**src/rtl/sd_spi_cmd_engine_if.sv**
```systemverilog
// Command/response handshake between the card-init sequencer and the
// SD SPI command engine.
interface sd_spi_cmd_engine_if;
    logic        cmd_valid;
    logic        cmd_ready;
    logic        cmd_init;
    logic [5:0]  cmd_index;
    logic [31:0] cmd_arg;
    logic        resp_long;
    logic        fast_mode;
    logic        resp_valid;
    logic [7:0]  resp_r1;
    logic [31:0] resp_data;
    logic        resp_timeout;

    modport master (
        output cmd_valid, cmd_init, cmd_index, cmd_arg, resp_long, fast_mode,
        input  cmd_ready, resp_valid, resp_r1, resp_data, resp_timeout
    );

    modport slave (
        input  cmd_valid, cmd_init, cmd_index, cmd_arg, resp_long, fast_mode,
        output cmd_ready, resp_valid, resp_r1, resp_data, resp_timeout
    );
endinterface

```
**src/rtl/sd_spi_cmd_engine.sv**
```systemverilog
// SD-card SPI-mode command engine: frames a command with CRC7, drives a
// mode-0 SPI bus, polls R1 with a byte timeout and collects an R3/R7 tail.
module sd_spi_cmd_engine #(
    parameter int CLK_HZ             = 100000000,
    parameter int INIT_SCLK_HZ       = 400000,
    parameter int FAST_SCLK_HZ       = 25000000,
    parameter int RESP_TIMEOUT_BYTES = 8,
    parameter int DUMMY_CLOCKS       = 80
) (
    input  logic                 clk,
    input  logic                 rst_n,
    sd_spi_cmd_engine_if.slave   bus,
    output logic                 sd_sclk,
    output logic                 sd_mosi,
    input  logic                 sd_miso,
    output logic                 sd_cs_n
);
    localparam int HI_RAW = CLK_HZ / (2 * INIT_SCLK_HZ);
    localparam int HF_RAW = CLK_HZ / (2 * FAST_SCLK_HZ);
    localparam int HALF_INIT = (HI_RAW < 1) ? 1 : HI_RAW;
    localparam int HALF_FAST = (HF_RAW < 1) ? 1 : HF_RAW;
    localparam logic [15:0] HI_M1 = 16'(HALF_INIT - 1);
    localparam logic [15:0] HF_M1 = 16'(HALF_FAST - 1);
    localparam logic [15:0] DUMMY_LAST = 16'(DUMMY_CLOCKS - 1);
    localparam logic [7:0]  TMO_LAST = 8'(RESP_TIMEOUT_BYTES - 1);

    typedef enum logic [2:0] {
        S_IDLE, S_DUMMY, S_PRE, S_SEND, S_WAIT, S_RECV, S_POST, S_DONE
    } state_t;

    state_t      state_q, state_d;
    logic [15:0] div_q, div_d, bit_q, bit_d;
    logic [7:0]  byte_q, byte_d, r1_q, r1_d, resp_r1_q, resp_r1_d;
    logic        sclk_q, sclk_d, mosi_q, mosi_d, cs_n_q, cs_n_d;
    logic        fast_q, fast_d, long_q, long_d, init_q, init_d;
    logic        hit_q, hit_d, tmo_q, tmo_d, resp_tmo_q, resp_tmo_d;
    logic [47:0] tx_q, tx_d;
    logic [31:0] rx_q, rx_d, resp_data_q, resp_data_d;
    logic [15:0] half_m1;
    logic        active, tick, rise, fall;
    logic [39:0] hdr;

    function automatic logic [6:0] crc7(input logic [39:0] d);
        logic [6:0] c;
        logic       fb;
        c = '0;
        for (int i = 39; i >= 0; i--) begin
            fb = d[i] ^ c[6];
            c  = {c[5:0], 1'b0} ^ (fb ? 7'h09 : 7'h00);
        end
        return c;
    endfunction

    assign hdr = {2'b01, bus.cmd_index, bus.cmd_arg};

    // State register and all datapath flops; reset aborts any transaction.
    always_ff @(posedge clk or negedge rst_n) begin
        if (!rst_n) begin
            state_q <= S_IDLE;     div_q <= '0;       bit_q <= '0;
            byte_q <= '0;          r1_q <= 8'hFF;     sclk_q <= 1'b0;
            mosi_q <= 1'b1;        cs_n_q <= 1'b1;    fast_q <= 1'b0;
            long_q <= 1'b0;        init_q <= 1'b0;    hit_q <= 1'b0;
            tmo_q <= 1'b0;         tx_q <= '0;        rx_q <= '0;
            resp_r1_q <= 8'hFF;    resp_data_q <= '0; resp_tmo_q <= 1'b0;
        end else begin
            state_q <= state_d;    div_q <= div_d;    bit_q <= bit_d;
            byte_q <= byte_d;      r1_q <= r1_d;      sclk_q <= sclk_d;
            mosi_q <= mosi_d;      cs_n_q <= cs_n_d;  fast_q <= fast_d;
            long_q <= long_d;      init_q <= init_d;  hit_q <= hit_d;
            tmo_q <= tmo_d;        tx_q <= tx_d;      rx_q <= rx_d;
            resp_r1_q <= resp_r1_d;
            resp_data_q <= resp_data_d;
            resp_tmo_q <= resp_tmo_d;
        end
    end

    // SCLK divider, next-state and bit/byte sequencing.
    always_comb begin
        state_d = state_q;  div_d = div_q;    bit_d = bit_q;
        byte_d = byte_q;    r1_d = r1_q;      sclk_d = sclk_q;
        mosi_d = mosi_q;    cs_n_d = cs_n_q;  fast_d = fast_q;
        long_d = long_q;    init_d = init_q;  hit_d = hit_q;
        tmo_d = tmo_q;      tx_d = tx_q;      rx_d = rx_q;
        resp_r1_d = resp_r1_q;
        resp_data_d = resp_data_q;
        resp_tmo_d = resp_tmo_q;
        half_m1 = fast_q ? HF_M1 : HI_M1;
        active = (state_q != S_IDLE) && (state_q != S_DONE);
        tick = active && (div_q == half_m1);
        rise = tick && !sclk_q;
        fall = tick && sclk_q;
        if (active) begin
            div_d = tick ? 16'd0 : div_q + 16'd1;
            if (tick) sclk_d = !sclk_q;
        end
        unique case (state_q)
            S_IDLE: if (bus.cmd_valid) begin
                init_d = bus.cmd_init;
                long_d = bus.resp_long;
                fast_d = bus.fast_mode;
                tx_d = {hdr, crc7(hdr), 1'b1};
                div_d = '0;  bit_d = '0;  byte_d = '0;
                mosi_d = 1'b1;  tmo_d = 1'b0;  hit_d = 1'b0;
                r1_d = 8'hFF;  rx_d = '0;
                cs_n_d = bus.cmd_init;
                state_d = bus.cmd_init ? S_DUMMY : S_PRE;
            end
            S_DUMMY: if (fall) begin
                bit_d = bit_q + 16'd1;
                if (bit_q == DUMMY_LAST) state_d = S_DONE;
            end
            S_PRE: if (fall) begin
                bit_d = bit_q + 16'd1;
                if (bit_q == 16'd7) begin
                    bit_d = '0;
                    mosi_d = tx_q[47];
                    tx_d = tx_q << 1;
                    state_d = S_SEND;
                end
            end
            S_SEND: if (fall) begin
                bit_d = bit_q + 16'd1;
                mosi_d = tx_q[47];
                tx_d = tx_q << 1;
                if (bit_q == 16'd47) begin
                    bit_d = '0;
                    mosi_d = 1'b1;
                    state_d = S_WAIT;
                end
            end
            S_WAIT: begin
                if (rise) begin
                    r1_d = {r1_q[6:0], sd_miso};
                    if (bit_q == 16'd0 && !sd_miso) hit_d = 1'b1;
                end
                if (fall) begin
                    bit_d = bit_q + 16'd1;
                    if (bit_q == 16'd7) begin
                        bit_d = '0;
                        byte_d = byte_q + 8'd1;
                        if (hit_q) begin
                            state_d = long_q ? S_RECV : S_POST;
                        end else if (byte_q == TMO_LAST) begin
                            tmo_d = 1'b1;
                            state_d = S_POST;
                        end
                    end
                end
            end
            S_RECV: begin
                if (rise) rx_d = {rx_q[30:0], sd_miso};
                if (fall) begin
                    bit_d = bit_q + 16'd1;
                    if (bit_q == 16'd31) begin
                        bit_d = '0;
                        state_d = S_POST;
                    end
                end
            end
            S_POST: if (fall) begin
                bit_d = bit_q + 16'd1;
                if (bit_q == 16'd7) begin
                    cs_n_d = 1'b1;
                    state_d = S_DONE;
                end
            end
            S_DONE: state_d = S_IDLE;
            default: state_d = S_IDLE;
        endcase
        if (state_d == S_DONE && state_q != S_DONE) begin
            resp_r1_d = (init_q || tmo_q) ? 8'hFF : r1_q;
            resp_data_d = (long_q && !init_q) ? rx_q : 32'd0;
            resp_tmo_d = tmo_q && !init_q;
        end
    end

    assign bus.cmd_ready    = (state_q == S_IDLE);
    assign bus.resp_valid   = (state_q == S_DONE);
    assign bus.resp_r1      = resp_r1_q;
    assign bus.resp_data    = resp_data_q;
    assign bus.resp_timeout = resp_tmo_q;
    assign sd_sclk = sclk_q;
    assign sd_mosi = mosi_q;
    assign sd_cs_n = cs_n_q;
endmodule

```
**src/flat_wrapper.sv**
```systemverilog
// flat-port wrapper written by rule: the top's interface ports become plain ports
module sd_spi_cmd_engine_flat 
#(
    parameter int CLK_HZ             = 100000000,
    parameter int INIT_SCLK_HZ       = 400000,
    parameter int FAST_SCLK_HZ       = 25000000,
    parameter int RESP_TIMEOUT_BYTES = 8,
    parameter int DUMMY_CLOCKS       = 80
)
  (clk, rst_n, sd_sclk, sd_mosi, sd_miso, sd_cs_n, bus_cmd_valid, bus_cmd_init, bus_cmd_index, bus_cmd_arg, bus_resp_long, bus_fast_mode, bus_cmd_ready, bus_resp_valid, bus_resp_r1, bus_resp_data, bus_resp_timeout);
  sd_spi_cmd_engine_if bus_i ();
  input  logic clk;
  input  logic rst_n;
  output logic sd_sclk;
  output logic sd_mosi;
  input  logic sd_miso;
  output logic sd_cs_n;
  input wire logic [$bits(bus_i.cmd_valid)-1:0] bus_cmd_valid;
  input wire logic [$bits(bus_i.cmd_init)-1:0] bus_cmd_init;
  input wire logic [$bits(bus_i.cmd_index)-1:0] bus_cmd_index;
  input wire logic [$bits(bus_i.cmd_arg)-1:0] bus_cmd_arg;
  input wire logic [$bits(bus_i.resp_long)-1:0] bus_resp_long;
  input wire logic [$bits(bus_i.fast_mode)-1:0] bus_fast_mode;
  output wire logic [$bits(bus_i.cmd_ready)-1:0] bus_cmd_ready;
  output wire logic [$bits(bus_i.resp_valid)-1:0] bus_resp_valid;
  output wire logic [$bits(bus_i.resp_r1)-1:0] bus_resp_r1;
  output wire logic [$bits(bus_i.resp_data)-1:0] bus_resp_data;
  output wire logic [$bits(bus_i.resp_timeout)-1:0] bus_resp_timeout;
  assign bus_i.cmd_valid = bus_cmd_valid;
  assign bus_i.cmd_init = bus_cmd_init;
  assign bus_i.cmd_index = bus_cmd_index;
  assign bus_i.cmd_arg = bus_cmd_arg;
  assign bus_i.resp_long = bus_resp_long;
  assign bus_i.fast_mode = bus_fast_mode;
  assign bus_cmd_ready = bus_i.cmd_ready;
  assign bus_resp_valid = bus_i.resp_valid;
  assign bus_resp_r1 = bus_i.resp_r1;
  assign bus_resp_data = bus_i.resp_data;
  assign bus_resp_timeout = bus_i.resp_timeout;
  sd_spi_cmd_engine #(.CLK_HZ(CLK_HZ), .INIT_SCLK_HZ(INIT_SCLK_HZ), .FAST_SCLK_HZ(FAST_SCLK_HZ), .RESP_TIMEOUT_BYTES(RESP_TIMEOUT_BYTES), .DUMMY_CLOCKS(DUMMY_CLOCKS)) u_core (.clk(clk), .rst_n(rst_n), .bus(bus_i), .sd_sclk(sd_sclk), .sd_mosi(sd_mosi), .sd_miso(sd_miso), .sd_cs_n(sd_cs_n));
endmodule
```
**config.mk**
```make
export PLATFORM = sky130hd
export DESIGN_NAME = sd_spi_cmd_engine_flat
export DESIGN_NICKNAME = d
export VERILOG_FILES = /design/src/rtl/sd_spi_cmd_engine_if.sv /design/src/rtl/sd_spi_cmd_engine.sv /design/src/flat_wrapper.sv
export SDC_FILE = /design/constraint.sdc
export NUM_CORES = 1
export LEC_CHECK = 0
export CAP_MARGIN = 0
export CORE_ASPECT_RATIO = 0.9
export CORE_MARGIN = 1.5
export CORE_UTILIZATION = 55
export DETAILED_ROUTE_END_ITERATION = 10
export HOLD_SLACK_MARGIN = 0.06
export PLACE_DENSITY = 0.77
export RECOVER_POWER = 50
export SLEW_MARGIN = 20
export SYNTH_ARGS = -nofsm -noshare
export SYNTH_HDL_FRONTEND = slang
export SYNTH_SLANG_ARGS = --single-unit
```
**constraint.sdc**
```tcl
create_clock -name clk -period 4.1 [get_ports clk]
set_input_delay 0.82 -clock clk [delete_from_list [all_inputs] [get_ports clk]]
set_output_delay 0.82 -clock clk [all_outputs]
set_load 0.005 [all_outputs]
```
# After elaboration in Yosys (flattened, before gate mapping)
# Index checks and enable logic that the tools add are counted.
totals:
  ff_bits: 180
  in_bits: 45
  out_inout_bits: 46
classes:
  addsub: 3
  n_eq_ne: 31
  mux: 106
  bitwise_logic: 75
  reduce_logical: 32
op_table:
  columns: ["op", "n"]
  rows:
  - ["$xor 7x7->7", 37]
  - ["$mux 16", 12]
  - ["$mux 48", 4]
  - ["$mux 4", 38]
  - ["$pmux 48 s3", 1]
  - ["$mux 32", 3]
  - ["$pmux 16 s5", 1]
  - ["$pmux 32 s2", 1]
  - ["$mux 8", 6]
  - ["$mux 3", 15]
  - ["$xor 1x1->1", 36]
  - ["$add 16x1->16 const B", 2]
  - ["$pmux 8 s2", 2]
  - ["$ne 2x1->1 const B", 14]
  - ["$pmux 3 s8", 1]
  - ["$eq 16x16->1", 1]
  - ["$eq 16x3->1 const B", 1]
  - ["$eq 16x5->1 const B", 1]
  - ["$eq 16x6->1 const B", 1]
  - ["$eq 16x7->1 const B", 1]
  - ["$logic_not 16->1", 1]
  - ["$eq 3x3->1 const B", 5]
  - ["$mux 1", 15]
  - ["$reduce_and 4->1", 3]
  - ["24 further kinds", 45]

# Logic depth before layout (Yosys ltp)
depth:
  ltp_word: 113
  mapped_depth: 10

# Worst setup path before layout
# Ideal clock, no wire load.
synth_path:
  path_kind: "input -> register"
  from: "input port bus_cmd_index[5]"
  to: "register u_core.tx_q[2]"
  setup_ps: 125
  t_arrival_ps: 2864
  t_required_ps: 3975
  setup_slack_ps: 1112
  path_stages: 7
  n_path_buf: 0
  cell_sequence: "xnor3_1 xnor3_1 xnor3_1 xnor3_1 xnor2_1 a21oi_1 mux2_2"
synth_between:
  elab_chain_cells: 58
  elab_cells_between_ends: 76
  cone_classes: "mux: 21; bitwise: 55"
synth_rtl:
  columns: ["item", "line_no", "rtl"]
  rows:
  - ["start: declaration", "flat_wrapper.sv:20", "input wire logic [$bits(bus_i.cmd_index)-1:0] bus_cmd_index;"]
  - ["$mux 4 (*)", "sd_spi_cmd_engine.sv:49", "c = {c[5:0], 1'b0} ^ (fb ? 7'h09 : 7'h00);"]
  - ["$xor 7x7->7 (*) (3 in series)", "sd_spi_cmd_engine.sv:49", null]
  - ["$xor 1x1->1", "sd_spi_cmd_engine.sv:48", "fb = d[i] ^ c[6];"]
  - ["$mux 4", "sd_spi_cmd_engine.sv:49", null]
  - ["$xor 7x7->7 (*) (4 in series)", "sd_spi_cmd_engine.sv:49", null]
  - ["$xor 1x1->1", "sd_spi_cmd_engine.sv:48", null]
  - ["$mux 4", "sd_spi_cmd_engine.sv:49", null]
  - ["$xor 7x7->7 (*) (4 in series)", "sd_spi_cmd_engine.sv:49", null]
  - ["[... 30 more ...]", null, null]
  - ["$xor 1x1->1", "sd_spi_cmd_engine.sv:48", null]
  - ["$mux 4", "sd_spi_cmd_engine.sv:49", null]
  - ["$xor 7x7->7 (*) (4 in series)", "sd_spi_cmd_engine.sv:49", null]
  - ["$xor 1x1->1 (*)", "sd_spi_cmd_engine.sv:48", null]
  - ["$mux 4 (*)", "sd_spi_cmd_engine.sv:49", null]
  - ["$xor 7x7->7 (*) (2 in series)", "sd_spi_cmd_engine.sv:49", null]
  - ["$mux 48 (*)", "sd_spi_cmd_engine.sv:97", "S_IDLE: if (bus.cmd_valid) begin"]
  - ["$pmux 48 s3 (*)", "sd_spi_cmd_engine.sv:96", "unique case (state_q)"]
  - ["end signal: assignment", "sd_spi_cmd_engine.sv:70", "tmo_q <= tmo_d; tx_q <= tx_d; rx_q <= rx_d;"]
  - ["end: declaration", "sd_spi_cmd_engine.sv:37", "logic [47:0] tx_q, tx_d;"]
# Every way passes the cells marked *; elsewhere a longest branch is shown, timed or not. The select of a mux whose other input is x is not followed.
# A chain may end at the register's enable or synchronous reset.

# Final worst setup path
layout_path:
  from: "register u_core.div_q[7]"
  to: "register u_core.resp_tmo_q, in the netlist u_core.bus.resp_timeout"
layout_between:
  elab_chain_cells: 7
  elab_cells_between_ends: 12
  cone_classes: "eq/ne: 2; mux: 7; reduce/logical: 3"
layout_rtl:
  columns: ["item", "line_no", "rtl"]
  rows:
  - ["start: declaration", "sd_spi_cmd_engine.sv:32", "logic [15:0] div_q, div_d, bit_q, bit_d;"]
  - ["start signal: assignment", "sd_spi_cmd_engine.sv:66", "state_q <= state_d; div_q <= div_d; bit_q <= bit_d;"]
  - ["$eq 16x16->1 (*)", "sd_spi_cmd_engine.sv:89", "tick = active && (div_q == half_m1);"]
  - ["$logic_and 1x1->1 (*)", "sd_spi_cmd_engine.sv:89", null]
  - ["$logic_and 1x1->1 (*)", "sd_spi_cmd_engine.sv:91", "fall = tick && sclk_q;"]
  - ["$mux 3 (tied with other cells)", "sd_spi_cmd_engine.sv:160", "S_POST: if (fall) begin"]
  - ["$pmux 3 s8 (*)", "sd_spi_cmd_engine.sv:96", null]
  - ["$eq 3x3->1 (*)", "sd_spi_cmd_engine.sv:170", "if (state_d == S_DONE && state_q != S_DONE) begin"]
  - ["$logic_and 1x1->1 (*)", "sd_spi_cmd_engine.sv:170", null]
  - ["end signal: assignment", "sd_spi_cmd_engine.sv:73", "resp_tmo_q <= resp_tmo_d;"]
  - ["end: declaration", "sd_spi_cmd_engine.sv:36", "logic hit_q, hit_d, tmo_q, tmo_d, resp_tmo_q, resp_tmo_d;"]
# Every way passes the cells marked *; elsewhere a longest branch is shown, timed or not.

==> flow_metrics.py <==
metrics = {
    "detailed_routing": {
        "ant_nets": 0,
        "wl_um": 20100,
        "drc_errors": 0,
        "wl_per_cell_um": 15.7,
        "vias": 7211,
        "drt_iter0_markers": 470,
        "via_per_inst": 5.62,
        "firstDrtPassIters": 7,
    },
    "logic_synthesis": {
        "syn_area_um2": 9300,
        "synthCells": 989,
        "synth.largest_area_cell": "dfrtp_1",
        "synth_fp_nets": 1038,
        "synth_edf_count": 0,
        "ys_seq_area_share_pct": 48.7,
        "ys.flop_type": "dfrtp_1",
        "synth.top_cell.area_share_pct": 43.6,
        "avgSynthCellArea_um2": 9.40,
        "yosys_warnings": 0,
        "netlist-cell-type-count": 64,
        "synth_async_sr_flop_share_pct": 100,
        "synthTopCellsByArea": "dfrtp_1 (44%), nand2_1 (9.2%), dfstp_2 (5.1%)",
        "ys_ff_latch": 180,
    },
    "global_route": {
        "gr-total-overflow": 0,
        "antenna_found_initial": 0,
        "grt_pass1_wl_um": 33800,
        "grt_pass1_vias": 6836,
        "grt_usage_pct": 23.8,
        "grt_max_degree": 91,
    },
    "status": {
        "status": "finished, violations left",
        "violations": "capacitance limit, slew limit",
    },
    "clocking": {
        "post-cts-setup-buffer-count": 0,
        "postCtsHoldBufs": 0,
        "cts_resized": 0,
        "cts_buffer_depth": 2,
        "numCtsBuffers": 17,
        "h-tree-depth": 4,
        "cts_num_sinks": 180,
        "clock_latency_ps": 440,
        "cts_root_buf": "clkbuf_16",
        "cts_tree": "yes",
        "clk_pin_slew_ps": 70,
    },
    "floorplanning": {
        "chipHeight_um": 126,
        "die_w_um": 140,
        "die_area_um2": 17700,
        "start_util_pct": 56.9,
        "core_area_um2": 16400,
        "ios": 91,
        "rows": 44,
    },
    "placement": {
        "dp.cells": 1250,
        "gp_congestion": 0.837,
        "preCtsSetupSlack_ps": 399,
        "dp_hpwl_um": 13700,
        "io_buffers": 90,
    },
    "critical_path": {
        "crit_fanout": 21,
        "cp-start-kind": "register",
        "critPathArrivalTime_ps": 3970,
        "end_kind": "register",
        "crit_required_ps": 4420,
        "path_class": "register to register",
    },
    "sta": {
        "hold-worst-slack_ps": 478,
        "rsz0062_at_grt": "false",
        "fin_crit_ps": 3650,
        "postLayoutSetupSlackWorst_ps": 450,
        "skew_ps": 10.3,
        "relSlewSlack_pct": -49.8,
        "worstMarginPinSlew_ps": 2250,
        "hold_viol": 0,
        "fmax_mhz": 274,
        "drv_slew": 91,
        "finalSetupViolations": 0,
        "fin_tns_setup_ps": 0,
        "period_share_pct": 89.0,
    },
    "final_layout": {
        "n_antenna_cell": 0,
        "fin_cells": 1282,
        "drive_gt1_share_pct": 7.72,
        "area_growth_pct": 18.3,
        "fin_nets": 1111,
    },
    "run": {
        "maxCapViolCount": 1,
    },
    "pwr": {
        "leakagePower_nw": 4.66,
        "powerDensity_nw_per_um2": 376,
        "power.total_mw": 4.14,
        "ir_drop_mv": 0.362,
    },
    "worst_hold_path": {
        "holdCritPathClass": "register to register",
    },
}
==> sequential cells by signal, indices dropped and copies added, names as in the netlist, 3 cells and up <==
name and cells:
u_core.div_q 16, u_core.bit_q 16, u_core.bus.resp_data 32, u_core.state_q 3
u_core.rx_q 32, u_core.r1_q 8, u_core.byte_q 8, u_core.bus.resp_r1 8
u_core.tx_q 48
==> worst max-delay path, cell delays in order (launching register included) <==
cell and delay, ps:
dfrtp_1 410, nor4_1 530, nand4_1 260, a211o_1 310, or4_1 400, o211a_2 160
nor4_4 660, buf_4 460, mux2_1 360
==> placed cells by master (no fill, tap or decap), types with 9 or more instances in the layout <==
master,netlist,final
mux2i_1,36,36
buf_4,3,15
nor2_1,96,95
dfrtp_1,162,162
xnor3_1,18,18
nand3_1,12,12
clkbuf_16,0,17
and3_1,15,15
nand2_1,227,227
mux2_1,9,9
or3_1,11,11
nor3_1,11,11
o21ai_0,52,52
clkdlybuf4s50_1,0,70
xor2_1,23,23
a21oi_1,15,15
a31oi_1,43,43
nor2b_1,16,14
xnor2_1,38,38
dfstp_2,18,18
dlygate4sd3_1,0,19
inv_1,41,41
nand4_1,15,15
==> metal layers <==
layer / wire length, µm / track usage, % / vias up
li1: - / - / 3478
met1: 9100 / 33.4 / 3498
met2: 9730 / 38.7 / 212
met3: 1050 / 4.19 / 23
met4: 253 / 6.50 / 0
met5: 0 / 0 / -
==> path summary, 6_finish.rpt <==
path                                             from                             endpoint  slack, ps  depth (start not counted)
max in group asynchronous                       rst_n          u_core.tx_q[13]$_DFFE_PN0P_        800                          2
setup / recovery            u_core.div_q[7]$_DFF_PN0_  u_core.bus.resp_timeout$_DFFE_PN0P_        450                          8
min in group asynchronous                       rst_n          u_core.rx_q[31]$_DFFE_PN0P_       1020                          1
hold / removal             u_core.r1_q[7]$_DFFE_PN1P_           u_core.r1_q[7]$_DFFE_PN1P_        480                          2
setup reg to reg            u_core.div_q[7]$_DFF_PN0_  u_core.bus.resp_timeout$_DFFE_PN0P_        450                          8
hold reg to reg            u_core.r1_q[7]$_DFFE_PN1P_           u_core.r1_q[7]$_DFFE_PN1P_        480                          2
==> synth_stat cells (all sizes together) (2+ instances only) <==
library cell	instances
dfstp	18
and4	2
nand4	15
a2111oi	2
mux2	11
xnor2	39
buf	13
a211oi	3
or4	3
nor4	7
mux2i	36
o21ai	53
a31oi	43
and2	6
a22o	5
nand2b	5
nand3	12
inv	41
xnor3	18
a21oi	15
nand2	227
a21o	3
nor2	96
nor2b	16
and3	15
clkbuf	43
xor3	3
dfrtp	162
ha	4
a22oi	2
o22ai	5
xor2	23
or3	11
or2	3
nor3	11
o221ai	2
==> report_power, final <==
group          switching, mW  total (mW)  internal, mW
clock network          0.784        1.66         0.876
registers                  0        1.78          1.78
logic                  0.302       0.699         0.397
total                   1.09        4.13          3.05
==> layout make-up <==
cell class / count / area [µm²]
inverters: 41 / 154
clock inverters: 15 / 191
well taps: 207 / 259
clock buffers: 17 / 425
repair buffers: 110 / 1030
flip-flops and latches: 180 / 4530
multi-input cells: 712 / 4410
fillers: 1314 / 5350
==> logic make-up (layout without fill, tap and decap cells) <==
logic type,after synthesis,after routing,synth area share [%]
flops,180,180,48.7
buf+inv,97,183,4.19
mux,47,47,5.21
simple gates,435,435,20.9
compound gates,142,142,9.33
fa+ha+maj,5,5,0.646
xor+xnor,83,83,11.0
==> through the flow <==
stage | util, % | cell area, µm²
after floorplan | - | 9300
after global routing | 67.3 | 11000
after detailed placement | 63.7 | 10400
final | 67.3 | 11000
after global placement | 63.7 | 10400
after CTS | 67.5 | 11000
Note: power is estimated with default switching activity, not from simulation.
